$ cat config.mk
export PLATFORM = sky130hd
export DESIGN_NAME = hazard_forward_unit
export DESIGN_NICKNAME = d
export VERILOG_FILES = /design/src/rtl/hazard_forward_unit.sv
export SDC_FILE = /design/constraint.sdc
export NUM_CORES = 1
export LEC_CHECK = 0
export ABC_AREA = 1
export ABC_CLOCK_PERIOD_IN_PS = 2950
export BUFFER_PORTS_ARGS = -buffer_cell sky130_fd_sc_hd__buf_2
export CAP_MARGIN = 20
export CORE_MARGIN = 2
export CORE_UTILIZATION = 45
export CTS_CLUSTER_SIZE = 28
export DETAILED_ROUTE_END_ITERATION = 12
export PLACE_DENSITY = 0.69
export RECOVER_POWER = 100
export SLEW_MARGIN = 20
export SYNTH_ARGS = -nofsm -noshare
export SYNTH_HDL_FRONTEND = slang
export SYNTH_SLANG_ARGS = --single-unit
$ cat constraint.sdc
create_clock -name clk -period 2.95 [get_ports clk]
set_clock_uncertainty 0.2 [all_clocks]
set_input_delay 0.4425 -clock clk [delete_from_list [all_inputs] [get_ports clk]]
set_output_delay 0.4425 -clock clk [all_outputs]
set_load 0.02 [all_outputs]
$ cat src/rtl/hazard_forward_unit.sv
// Hazard and forwarding controller: tracks in-flight instruction tags from ID/EX
// through the last forwarding stage, producing forward selects, load-use stall and counters.
module hazard_forward_unit #(
  parameter int NUM_SRC  = 2,
  parameter int REG_AW   = 5,
  parameter int NUM_FWD  = 2,
  parameter int LOAD_GAP = 1,
  parameter int CNT_W    = 16,
  localparam int SEL_W   = $clog2(NUM_FWD + 1)
) (
  input  logic                       clk,
  input  logic                       rst,
  input  logic                       id_valid,
  input  logic [NUM_SRC*REG_AW-1:0]  id_rs,
  input  logic [NUM_SRC-1:0]         id_rs_used,
  input  logic [REG_AW-1:0]          id_rd,
  input  logic                       id_regwrite,
  input  logic                       id_memread,
  input  logic                       flush,
  input  logic                       cnt_clr,
  output logic                       stall,
  output logic [NUM_SRC*SEL_W-1:0]   fwd_sel,
  output logic [CNT_W-1:0]           stall_cnt,
  output logic [CNT_W-1:0]           fwd_cnt
);

  // Stages whose load data is not yet available (indices 0..LOAD_GAP-1).
  localparam logic [NUM_FWD:0] LD_MASK = (NUM_FWD+1)'((64'd1 << LOAD_GAP) - 64'd1);

  // Per-stage tag fields; source fields are only consumed in ID/EX, so only T[0] keeps them.
  logic [NUM_FWD:0]          t_v;
  logic [NUM_FWD:0]          t_wr;
  logic [NUM_FWD:0]          t_ld;
  logic [REG_AW-1:0]         t_rd [0:NUM_FWD];
  logic [NUM_SRC*REG_AW-1:0] t0_rs;
  logic [NUM_SRC-1:0]        t0_used;

  logic [NUM_FWD:0] ld_pend;
  logic             hit;
  logic             issue;
  logic             any_fwd;

  assign ld_pend = t_v & t_wr & t_ld & LD_MASK;

  always_comb begin
    hit = 1'b0;
    for (int unsigned i = 0; i < NUM_SRC; i++) begin
      for (int unsigned k = 0; k <= NUM_FWD; k++) begin
        if (ld_pend[k] && id_rs_used[i] && (t_rd[k] == id_rs[i*REG_AW +: REG_AW]))
          hit = 1'b1;
      end
    end
  end

  assign stall = id_valid && !flush && hit;
  assign issue = id_valid && !flush && !hit;

  // Scanning from the oldest stage down lets the youngest matching producer win.
  always_comb begin
    fwd_sel = '0;
    for (int unsigned i = 0; i < NUM_SRC; i++) begin
      logic [SEL_W-1:0] sel;
      sel = '0;
      for (int unsigned k = NUM_FWD; k >= 1; k--) begin
        if (t_v[k] && t_wr[k] && (t_rd[k] == t0_rs[i*REG_AW +: REG_AW]))
          sel = SEL_W'(k);
      end
      if (t_v[0] && t0_used[i])
        fwd_sel[i*SEL_W +: SEL_W] = sel;
    end
  end

  assign any_fwd = |fwd_sel;

  always_ff @(posedge clk) begin
    if (rst) begin
      t_v     <= '0;
      t_wr    <= '0;
      t_ld    <= '0;
      t0_rs   <= '0;
      t0_used <= '0;
      for (int unsigned k = 0; k <= NUM_FWD; k++)
        t_rd[k] <= '0;
    end else begin
      t_v  <= {t_v[NUM_FWD-1:0], issue};
      t_wr <= {t_wr[NUM_FWD-1:0], id_regwrite && (id_rd != '0)};
      t_ld <= {t_ld[NUM_FWD-1:0], id_memread};
      for (int unsigned k = NUM_FWD; k >= 1; k--)
        t_rd[k] <= t_rd[k-1];
      t_rd[0] <= id_rd;
      t0_rs   <= id_rs;
      t0_used <= id_rs_used;
    end
  end

  always_ff @(posedge clk) begin
    if (rst || cnt_clr) begin
      stall_cnt <= '0;
      fwd_cnt   <= '0;
    end else begin
      if (stall && (stall_cnt != '1))
        stall_cnt <= stall_cnt + CNT_W'(1);
      if (any_fwd && (fwd_cnt != '1))
        fwd_cnt <= fwd_cnt + CNT_W'(1);
    end
  end

endmodule

# Word level (Yosys, flattened, before mapping)
# Memory sizes are Yosys's and may differ from the RTL's.
# Cells that the tools add are included.
[totals]
ramBits = 15
latchBits = 0
memories = 1
in_bits = 24
romBits = 0
ff_bits = 51
out_inout_bits = 37
[mem_list]
columns = ["name", "words", "width", "rd", "rd_clocked_by_memory_dff", "write_ports", "line_no", "rtl"]
rows = [
  ["t_rd", 3, 5, 3, 0, 3, "34", "logic [REG_AW-1:0] t_rd [0:NUM_FWD];"],
]
[classes]
mux = 14
multipliers = 0
div = 0
magnitude_cmp = 0
reduce_logical = 23
n_addsub = 2
n_shift = 0
eq_ne = 8
bitwise_logic = 5
[ops]
columns = ["cell", "count"]
rows = [
  ["$add 16x1->16 const B", 2],
  ["$ne 16x16->1 const B", 2],
  ["$eq 5x5->1", 6],
  ["$logic_and 1x1->1", 18],
  ["$mux 5", 3],
  ["$mux 2", 6],
  ["$mux 1", 5],
  ["$reduce_bool 5->1", 1],
  ["$reduce_or 4->1", 1],
  ["$or 1x1->1", 3],
  ["$and 1x1->1", 2],
  ["$logic_not 1->1", 2],
  ["$logic_or 1x1->1", 1],
]

# Depth between registers and ports, before layout
[depth]
ltp_word = 8
ltp_mapped = 13
depth_no_buf = 12

# Worst setup path after synthesis
# Ideal clock, no wire load.
[synth_path]
path_type = "in2out"
startpoint = "input port id_valid"
endpoint = "output port stall"
arrival_time_ns = 1.644
required_ns = 2.308
slack_ns = 0.664
cell_stages = 4
path_buffers = 1
path_cell_list = "inv_1 -> nor2_1 -> clkbuf_1 -> a21boi_0"
[synth_between]
elab_chain_len = 2
[synth_rtl]
columns = ["element", "line_no", "rtl"]
rows = [
  ["from (decl)", "13", "input logic id_valid,"],
  ["$logic_and 1x1->1 (2 in a row)", "55", "assign stall = id_valid && !flush && hit;"],
  ["to (decl)", "21", "output logic stall,"],
]
# No other way between the ends.

# Worst setup path after layout
[layout_path]
startpoint = "register fwd_cnt[0]"
endpoint = "register fwd_cnt[10]"
[layout_between]
elab_chain_len = 2
[layout_rtl]
columns = ["element", "line_no", "rtl"]
rows = [
  ["from (decl)", "24", "output logic [CNT_W-1:0] fwd_cnt"],
  ["from (signal assigned)", "104", "fwd_cnt <= fwd_cnt + CNT_W'(1);"],
  ["parallel branches: the longest is 2 deep, another holds $add 16x1->16", "--", ""],
]
# Several ways; the timed one is not identified.
# A chain may end at the register's enable or synchronous reset.

==> summary.txt <==
Outcome
  • Status: finished clean

Yosys
  • Fraction of registers with async set/reset: 0%
  • Adder-cell share of the synthesized area: 0.7015%
  • Synth top area cells: dfxtp_1, nand2_1, nor2_1
  • Post-synthesis mux area share: 0%
  • Post-synth top area cell: dfxtp_1
  • Top-count cell post-synth: nand2_1
  • Most used DFF post-synth: dfxtp_1
  • Cell count after synthesis: 539
  • Syn avg cell area: 6.618 um2
  • Mapped Nets: 565
  • Largest family of logic cells by synthesized area: simple AND/OR/NAND/NOR gates
  • Xor-xnor portion of the synthesized cell area: 7.611%
  • Yosys cell types: 28
  • Syn. warnings: 0
  • Compound-Gate Fraction of Synth Area: 6.278%
  • EDFF count, synth: 0
  • Register area share after synthesis: 37.04%
  • Area share of the largest cell type after synthesis: 37.04%
  • Commonest cells post-synth: nand2_1, nor2_1, dfxtp_1, inv_1, nand3_1
  • Synth Area in Simple Gates: 37.95%
  • Post-Syn Area: 3567 um2
  • #FFs+latches synth: 66

Floorplanning
  • Initial Util: 46.40%
  • Die Y: 93.04 um
  • Core Box Area: 7687 um2
  • Die Width: 93.04 um
  • Boundary Pins: 61
  • Die area: 8656 um2
  • Row count: 32

Power and ir drop
  • Power share of the sequential group: 50.9%
  • Total power: 1.825 mW
  • Switch share: 22.67%
  • Leakage power: 1.704 nW
  • Internal power: 1.411 mW
  • Net load switching power: 0.4138 mW
  • Clock share of power: 42.5%
  • Peak supply drop: 0.2461 mV
  • Power density cells: 448.7 nW/um2
  • Combinational share of power: 6.5%

Route
  • Post-DRT Antenna Nets: 0
  • WL final: 8717 um
  • Routed WL per cell: 12.31 um
  • Post-DR vias/cell: 4.962
  • Via count: 3,513
  • Iteration-0 DRC Markers: 166
  • DR pass1 iterations: 5
  • DRC: 0

STA
  • Worst Max-Slew Pin Slew: 0.6251 ns
  • Fin crit share: 83.63%
  • Tmin final: 2.467 ns
  • Setup tns final: 0 ns
  • Final setup margin: 0.4829 ns
  • Pins Over Slew Limit: 0
  • Worst slew margin: 58.33%
  • FMAX: 405.3 MHz
  • Setup violators final: 0
  • Final Hold Viols: 0
  • RSZ-0062 raised after global routing: false

CTS
  • Post-CTS Setup Bufs: 0
  • Total clock buffers created by CTS: 9
  • Clock Path Buffers: 2
  • # hold bufs at CTS: 0
  • Clock sink count: 66
  • Worst-Skew Late Latency: 0.34 ns
  • Htree depth: 3
  • CTS tree: yes
  • Clock Tree Root: clkbuf_8
  • Post-CTS Resized: 0
  • Clock transition at path regs: 0.07 ns

Setup path
  • Setup crit start kind: register
  • CP delay by family, top: simple AND/OR/NAND/NOR gates
  • Largest stage delay, worst path: 0.51 ns
  • Setup crit end kind: register
  • Top cell by count, worst path: nand2_1
  • Worst path bufs/invs: 0
  • Worst path cell trace: ha_1 > nand2_1 > nor2_1 > nand4_1 > nand2_1 > nand2_1 > a21oi_1
  • Crit-path slowest cell: nand2_1
  • CP Class: reg -> reg
  • Critical path required time: 3.01 ns
  • Critical Path AT: 2.53 ns
  • Worst Path Max Fanout: 13

Global route
  • Vias in the first global route: 3,363
  • First-pass GRT wire length: 14,950 um
  • Tot GR Track Use: 21.53%
  • Maximum number of pins on one net before global-route repair: 36
  • Antenna violations before repair: 0
  • GRT Residual Overflow: 0

Placement
  • Routability cong.: 0.9233
  • DP Wirelength: 6664 um
  • Pre-CTS WS: 0.7226 ns
  • I/O Buffers: 60

Final layout
  • Final net count: 628
  • Synthesis-to-layout area growth: 14.03%
  • FILL cells: 847
  • Antenna Cells: 0
  • Layout cell share with drive strength beyond 1: 10.23%
  • Fin util: 52.91%

Hold path
  • Hold crit path type: in -> reg

Job
  • Maxcap violations: 0
## cell type report
cell class	count	area (um2)	area share [%]
clock buffers	13	168.9	4.153
clock inverters	2	35.03	0.8613
inverters	76	285.3	7.013
multi-input cells	383	1831	45.00
flip-flops and latches	66	1321	32.48
well taps	102	127.6	3.137
repair buffers	66	299.0	7.352
## through the flow
step | hold slack (ns) | cells | area [um2]
2_1_floorplan | 0.2031 | 539 | 3567
3_3_place_gp | 0.2083 | 693 | 3954
3_5_place_dp | 0.2175 | 693 | 3954
4_1_cts | 0.1045 | 708 | 4158
5_1_grt | 0.1078 | 708 | 4068
6_report | 0.1135 | 708 | 4068
## layer usage
metal	global-route usage, %	wire [um]
met3	5.238	450
met5	0	0
met1	27.84	4068
met2	34.72	3966
met4	8.333	232
## kinds of logic after synthesis
kind of cell | Yosys count
AO/OA/AOI/OAI | 39
adder cells (fa/ha/maj) | 2
AND/OR/NAND/NOR | 311
buffers and inverters | 90
XOR/XNOR | 31
flip-flops | 66
## worst register-to-register path, stage by stage (launching register included)
cell and delay (ns):
dfxtp_1 0.44, ha_1 0.26, nand2_1 0.08, nor2_1 0.25, nand4_1 0.39, nand2_1 0.51
nand2_1 0.11, a21oi_1 0.16
## state kept, by name, indices dropped and copies added, names as in the netlist
register   cells
t_ld           1
t0_rs         10
stall_cnt     16
fwd_cnt       16
t_v            3
t0_used        2
t_wr           3
t_rd          15
## power groups by stage
stage	clock [mW]	sequential (mW)	combinational, mW
after detailed placement	0	0.950	0.120
after global placement	0	0.949	0.119
after CTS	0.791	0.930	0.120
after global routing	0.839	0.932	0.137
after floorplan	0	0.945	0.0813
final	0.776	0.930	0.119
## path summary, 6_finish.rpt
| kind | start | endpoint | slack (ns) | depth (start not counted) |
|---|---|---|---|---|
| setup / recovery | fwd_cnt[0] | fwd_cnt[10] | 0.48 | 7 |
| hold / removal | flush | t_v[0] | 0.11 | 2 |
| setup reg to reg | fwd_cnt[0] | fwd_cnt[10] | 0.48 | 7 |
| hold reg to reg | t_v[1] | t_v[2] | 0.22 | 2 |
## placed cells by master, fill, tap and decap left out, types with 20 or more instances in the layout
master,Yosys,final
buf_2,2,23
inv_1,66,66
nand3_1,31,32
dfxtp_1,66,66
clkbuf_1,8,38
a21oi_1,25,31
nor2_1,91,93
nand2_1,139,141
nand4_1,21,22
xor2_1,20,20
No activity file was read; power rests on OpenSTA's default activity.
